$ cat config.mk
export PLATFORM = sky130hd
export DESIGN_NAME = wb_arbiter
export DESIGN_NICKNAME = d
export VERILOG_FILES = /design/src/rtl/wb_arbiter.sv
export SDC_FILE = /design/constraint.sdc
export NUM_CORES = 1
export LEC_CHECK = 0
export CORE_UTILIZATION = 53
export CTS_BUF_LIST = sky130_fd_sc_hd__clkbuf_16
export CTS_CLUSTER_DIAMETER = 100
export DETAILED_ROUTE_END_ITERATION = 16
export GPL_ROUTABILITY_DRIVEN = 0
export PLACE_DENSITY = 0.79
export SLEW_MARGIN = 15
export SYNTH_ARGS = -nofsm -noshare
export SYNTH_HDL_FRONTEND = slang
export SYNTH_SLANG_ARGS = --single-unit
$ cat constraint.sdc
create_clock -name clk -period 8.3 [get_ports clk]
set_clock_uncertainty 0.05 [all_clocks]
set_input_delay 1.66 -clock clk [delete_from_list [all_inputs] [get_ports clk]]
set_output_delay 1.66 -clock clk [all_outputs]
set_load 0.05 [all_outputs]
$ cat src/rtl/wb_arbiter.sv
// Writeback arbiter: three per-FU result FIFOs, round-robin granted onto one PRF write port and the CDB.
// Define WB_BYPASS_EN to let a result reach an empty queue's head in the cycle it arrives.
module wb_arbiter #(
  parameter int QDEPTH = 2,
  parameter int ROB_W  = 5
) (
  input  logic             clk,
  input  logic             reset,
  input  logic             flush,
  input  logic             alu_valid,
  input  logic             b_valid,
  input  logic             mem_valid,
  output logic             alu_ready,
  output logic             b_ready,
  output logic             mem_ready,
  input  logic [6:0]       alu_pd,
  input  logic [6:0]       b_pd,
  input  logic [6:0]       mem_pd,
  input  logic [31:0]      alu_data,
  input  logic [31:0]      b_data,
  input  logic [31:0]      mem_data,
  input  logic [ROB_W-1:0] alu_rob,
  input  logic [ROB_W-1:0] b_rob,
  input  logic [ROB_W-1:0] mem_rob,
  output logic             prf_we,
  output logic [6:0]       prf_pd,
  output logic [31:0]      prf_data,
  output logic             cdb_valid,
  output logic [6:0]       cdb_pd,
  output logic [ROB_W-1:0] cdb_rob,
  output logic [2:0]       grant
);

  localparam int PW = $clog2(QDEPTH);
  localparam int CW = PW + 1;
  localparam logic [CW-1:0] FULL    = CW'(QDEPTH);
  localparam logic [1:0]    IDX_MEM = 2'd2;

  typedef struct packed {
    logic [6:0]       pd;
    logic [31:0]      data;
    logic [ROB_W-1:0] rob;
  } entry_t;

  entry_t          q_mem    [3][QDEPTH];
  entry_t          in_entry [3];
  logic [PW-1:0]   rd_ptr   [3];
  logic [PW-1:0]   wr_ptr   [3];
  logic [CW-1:0]   count    [3];
  logic [1:0]      last_grant;
  logic [2:0]      in_valid, ready, req, push, pop, bypass;
  logic            any;
  logic [1:0]      win;
  entry_t          head;

  // Next candidate after base, walking ALU -> branch -> mem -> ALU.
  function automatic logic [1:0] rr_next(input logic [1:0] base, input logic [1:0] off);
    logic [2:0] s;
    s = {1'b0, base} + {1'b0, off};
    return (s >= 3'd3) ? 2'(s - 3'd3) : s[1:0];
  endfunction

  always_comb begin
    in_valid    = {mem_valid, b_valid, alu_valid};
    in_entry[0] = '{pd: alu_pd, data: alu_data, rob: alu_rob};
    in_entry[1] = '{pd: b_pd,   data: b_data,   rob: b_rob};
    in_entry[2] = '{pd: mem_pd, data: mem_data, rob: mem_rob};
  end

  // ready looks only at the registered count, so it never combinationally depends on valid.
  always_comb begin
    ready = '0;
    req   = '0;
    for (int i = 0; i < 3; i++) begin
      ready[i] = count[i] < FULL;
`ifdef WB_BYPASS_EN
      req[i]   = (count[i] != '0) || in_valid[i];
`else
      req[i]   = count[i] != '0;
`endif
    end
  end

  // NOTE: every variable written in an always_comb gets a default first, so no path can infer a latch.
  always_comb begin : arb_p
    logic [1:0] cand;
    cand = '0;
    any  = 1'b0;
    win  = '0;
    for (int k = 1; k <= 3; k++) begin
      cand = rr_next(last_grant, 2'(k));
      if (!any && req[cand]) begin
        any = 1'b1;
        win = cand;
      end
    end
    if (flush || reset) any = 1'b0;
  end

  always_comb begin
    push   = '0;
    pop    = '0;
    bypass = '0;
    head   = '0;
    for (int i = 0; i < 3; i++) begin
      bypass[i] = any && (win == 2'(i)) && (count[i] == '0);
      pop[i]    = any && (win == 2'(i)) && (count[i] != '0);
      push[i]   = in_valid[i] && ready[i] && !flush && !bypass[i];
    end
    if (any) begin
`ifdef WB_BYPASS_EN
      head = (count[win] != '0) ? q_mem[win][rd_ptr[win]] : in_entry[win];
`else
      head = q_mem[win][rd_ptr[win]];
`endif
    end
  end

  assign alu_ready = ready[0];
  assign b_ready   = ready[1];
  assign mem_ready = ready[2];
  assign grant     = any ? (3'b001 << win) : 3'b000;
  assign cdb_valid = any;
  assign prf_we    = any && (head.pd != 7'd0);
  assign prf_pd    = head.pd;
  assign prf_data  = head.data;
  assign cdb_pd    = head.pd;
  assign cdb_rob   = head.rob;

  // NOTE: sequential state uses non-blocking assignments only, so every flop samples pre-edge values.
  always_ff @(posedge clk or posedge reset) begin
    if (reset) begin
      last_grant <= IDX_MEM;
      for (int i = 0; i < 3; i++) begin
        rd_ptr[i] <= '0;
        wr_ptr[i] <= '0;
        count[i]  <= '0;
      end
    end else begin
      if (any) last_grant <= win;
      for (int i = 0; i < 3; i++) begin
        if (flush) begin
          rd_ptr[i] <= '0;
          wr_ptr[i] <= '0;
          count[i]  <= '0;
        end else begin
          if (push[i]) wr_ptr[i] <= wr_ptr[i] + 1'b1;
          if (pop[i])  rd_ptr[i] <= rd_ptr[i] + 1'b1;
          if (push[i] && !pop[i])      count[i] <= count[i] + 1'b1;
          else if (!push[i] && pop[i]) count[i] <= count[i] - 1'b1;
        end
      end
    end
  end

  // NOTE: queue storage is not reset; counts and pointers alone decide which entries are live.
  always_ff @(posedge clk) begin
    for (int i = 0; i < 3; i++) begin
      if (push[i]) q_mem[i][wr_ptr[i]] <= in_entry[i];
    end
  end

endmodule

==> results by group <==
Run status
  – Status: completed

Floorplan
  – Die Ht: roughly 150 microns
  – Die width: 150 microns
  – Die Area: ~22000 sq um
  – Core footprint: between 20000 and 25000 sq um
  – Initial Util: 0.546
  – Number of primary I/O pins: roughly 200
  – Num rows: 53

Worst setup path
  – Crit path largest cell delay: just under 0.9 ns
  – CP required: between 6 and 7 ns
  – Crit path buffers/inverters: 3
  – Critical Path Fanout Max: 63
  – Crit path kind: flip-flop to output port
  – Startpoint class of the critical path: flip-flop
  – Critical Path End Type: output port
  – Top delay family on crit path: compound AO/OA/AOI/OAI gates
  – Slowest cell on crit path: and3_4
  – Crit-path cells: inv_1, ha_1, nor3b_1, o31ai_1, a221o_1, and3_4, a31o_4, buf_12, a211oi_1, o41ai_1, nand4b_1, clkdlybuf4s50_1
  – Critical Path AT: between 5 and 6 ns

STA
  – F_max: around 0.13 GHz
  – Final Max Slew Viols: 0
  – Post-route worst setup slack: ~0.82 ns
  – Setup TNS Final: 0 ns
  – Worst Max-Slew Pin Slew: a little under 1 ns
  – Slew margin rel.: 0.337
  – Final worst path period share: 0.901
  – Final setup viols: 0
  – Min Tclk post-route: 7.48 ns
  – Hold Vio Cnt, Final: 0
  – Worst hold slack: around 0.53 ns
  – RSZ-0062 raised after global routing: no

Placement
  – Placed wire-length estimate: about 16 mm
  – Worst slack, placed: approximately 1.4 ns
  – IO buf count: 196

CTS
  – Setup Buffers After CTS: 0
  – Max Buffers Root-to-Sink: 3
  – TritonCTS clock tree: done
  – Clk Latency, worst-skew pair: 0.52 ns
  – CTS resizes: 0
  – Num CTS Buffers: 27
  – # H-tree levels: 1
  – Worst-path clk slew: around 0.06 ns
  – Sink Count: 278
  – Hold_buf cts: 0
  – Root Buffer: clkbuf_16

Routing
  – Drt wl/cell: just over 20 microns
  – Antenna-violating nets left: 0
  – Post-Route WL: 25.9 mm
  – Vias per cell: 5.70
  – 1st-iter DRT viols: 486
  – Initial DRT Pass Iterations: 5
  – # DRC: 0
  – Via count of the routed design: just over 7k

Layout
  – Share of cells above drive strength 1: 0.0721
  – Area delta synth->final: 26.4%
  – Post-layout util: 0.690
  – Final nets: roughly 1.1k

GRT
  – First-pass GRT wire length: 39.6 mm
  – Total track usage: 0.233
  – Initial antenna violation count: 1
  – Met2 global-route usage: 0.400
  – Pin count of the biggest net entering global routing: 64
  – Met1 usage: 0.311
  – Met3 usage: 0.0390
  – Busiest grt layer: met2
  – Vias in the first global route: ~7.3k
  – Remaining global-route overflow: 0

Synthesis
  – Synthesized area per cell: about 15 sq um
  – Synthesized flop and latch total: approximately 280
  – Sequential-to-total area share from yosys stat: 0.714
  – Synth Flop Type: edfxtp_1
  – Syn nets: about 900
  – Cell count after synthesis: 776
  – Netlist cell types: 49
  – Ys async rst share: 0.0504
  – Cell Area, Synth: 11600 sq um
  – Yosys warning total: 0
  – Number of flops mapped to enable cells by yosys: between 200 and 300

Power and ir drop
  – PwrDens: 328 nW/um^2
  – Max VDD drop: roughly 250 uV
  – Leakage power: 4.92 nW

Hold path
  – Min-Delay Path Class: flip-flop to flip-flop

Job
  – Max_cap viols: 0
-- power by group --
group          internal (mW)  switching, mW
combinational          0.666           1.22
clock                  0.715          0.496
sequential              1.66         0.0482
total                   3.04           1.77
-- cell usage in the layout, fill, tap and decap left out, types with 4 or more instances in the layout --
cell type        netlist  routed
edfxtp_1             264     264
clkdlybuf4s50_1        0     196
mux2i_1              111     111
nand2_1               97      97
nor2_1                42      42
a31oi_1               37      37
o21a_1                37      37
clkbuf_16              0      27
a21oi_1               21      21
a211oi_1              15      15
inv_1                 11      14
buf_4                  8      14
dfrtp_1               13      13
clkinv_1               0       9
o21ai_0                6       6
xnor2_1                6       6
clkinv_2               0       5
nor3_1                 8       4
nor3_2                 0       4
ha_1                   4       4
bufinv_16              0       4
-- through the flow --
stage / area (sq um) / power [mW] / cells
after floorplan: 11600 / 3.12 / 776
after global placement: 13800 / 3.59 / 1210
after detailed placement: 13800 / 3.62 / 1210
after CTS: 14600 / 4.83 / 1260
after global routing: 14600 / 5.01 / 1261
final: 14600 / 4.81 / 1261
-- kinds of logic after synthesis --
kind of cell,count (synthesis),share of synthesized area
muxes,111,0.0959
DFF,278,0.714
AOI/OAI and AO/OA,145,0.0883
buffers and inverters,65,0.0316
xor gates and xnor gates,9,0.00680
and+or+nand+nor,164,0.0586
adders and majority gates,4,0.00432
-- cell usage after synthesis (2+ instances only) --
library cell,number,area (sq um)
a211oi_1,15,113
a21o_1,3,22.5
a21oi_1,21,105
a22oi_1,2,15.0
a311o_1,2,20.0
a31oi_1,37,231
buf_2,14,70.1
buf_4,8,60.1
buf_6,10,113
clkbuf_1,20,75.1
dfrtp_1,13,325
edfxtp_1,264,7930
ha_1,4,50.1
inv_1,11,41.3
inv_2,2,7.51
mux2i_1,111,1110
nand2_1,97,364
nand3_1,3,15.0
nor2_1,42,158
nor3_1,8,40.0
nor3b_1,6,45.0
o211ai_1,3,22.5
o21a_1,37,278
o21ai_0,6,30.0
o21ai_1,2,10.0
o31ai_1,3,22.5
o41ai_1,3,26.3
xnor2_1,6,52.6
xor2_1,3,26.3
-- worst min-delay path: cells and delay by family, from the launching register on --
family | cells | cell delay (ns)
DFF | 1 | 0.39
and+or+nand+nor | 1 | 0.07
xor gates and xnor gates | 1 | 0.08
-- layout make-up --
class                      count  area, sq um
antenna                        1         2.50
sequential                   278         8280
fill                        1443         6570
multi-input combinational    433         3000
tap                          275          344
clock inverter                23          208
timing repair buffer         211         2090
clock buffer                  27          676
inverter                      13         48.8
-- worst paths after layout --
path	slack, ns	depth (start not counted)	end	startpoint
hold reg to reg	0.53	2	wr_ptr[2]	wr_ptr[2]
setup reg to reg	4.08	10	q_mem[0][35]	last_grant[0]
max in group asynchronous	6.36	2	last_grant[1]	reset
setup / recovery	0.82	12	prf_we	last_grant[0]
hold / removal	0.53	2	wr_ptr[2]	wr_ptr[2]
min in group asynchronous	1.47	2	rd_ptr[2]	reset
-- registers in the layout (all words and copies together), names as in the netlist --
name and count:
q_mem 264, count 6, rd_ptr 3, wr_ptr 3, last_grant 2
-- routing by layer --
| layer | up-vias | part of all wire |
|---|---|---|
| met5 | - | 0 |
| met2 | 287 | 0.50 |
| met1 | 3547 | 0.41 |
| met4 | 0 | 0.020 |
| met3 | 41 | 0.069 |
| li1 | 3315 | - |
No activity file was read; power rests on OpenSTA's default activity.
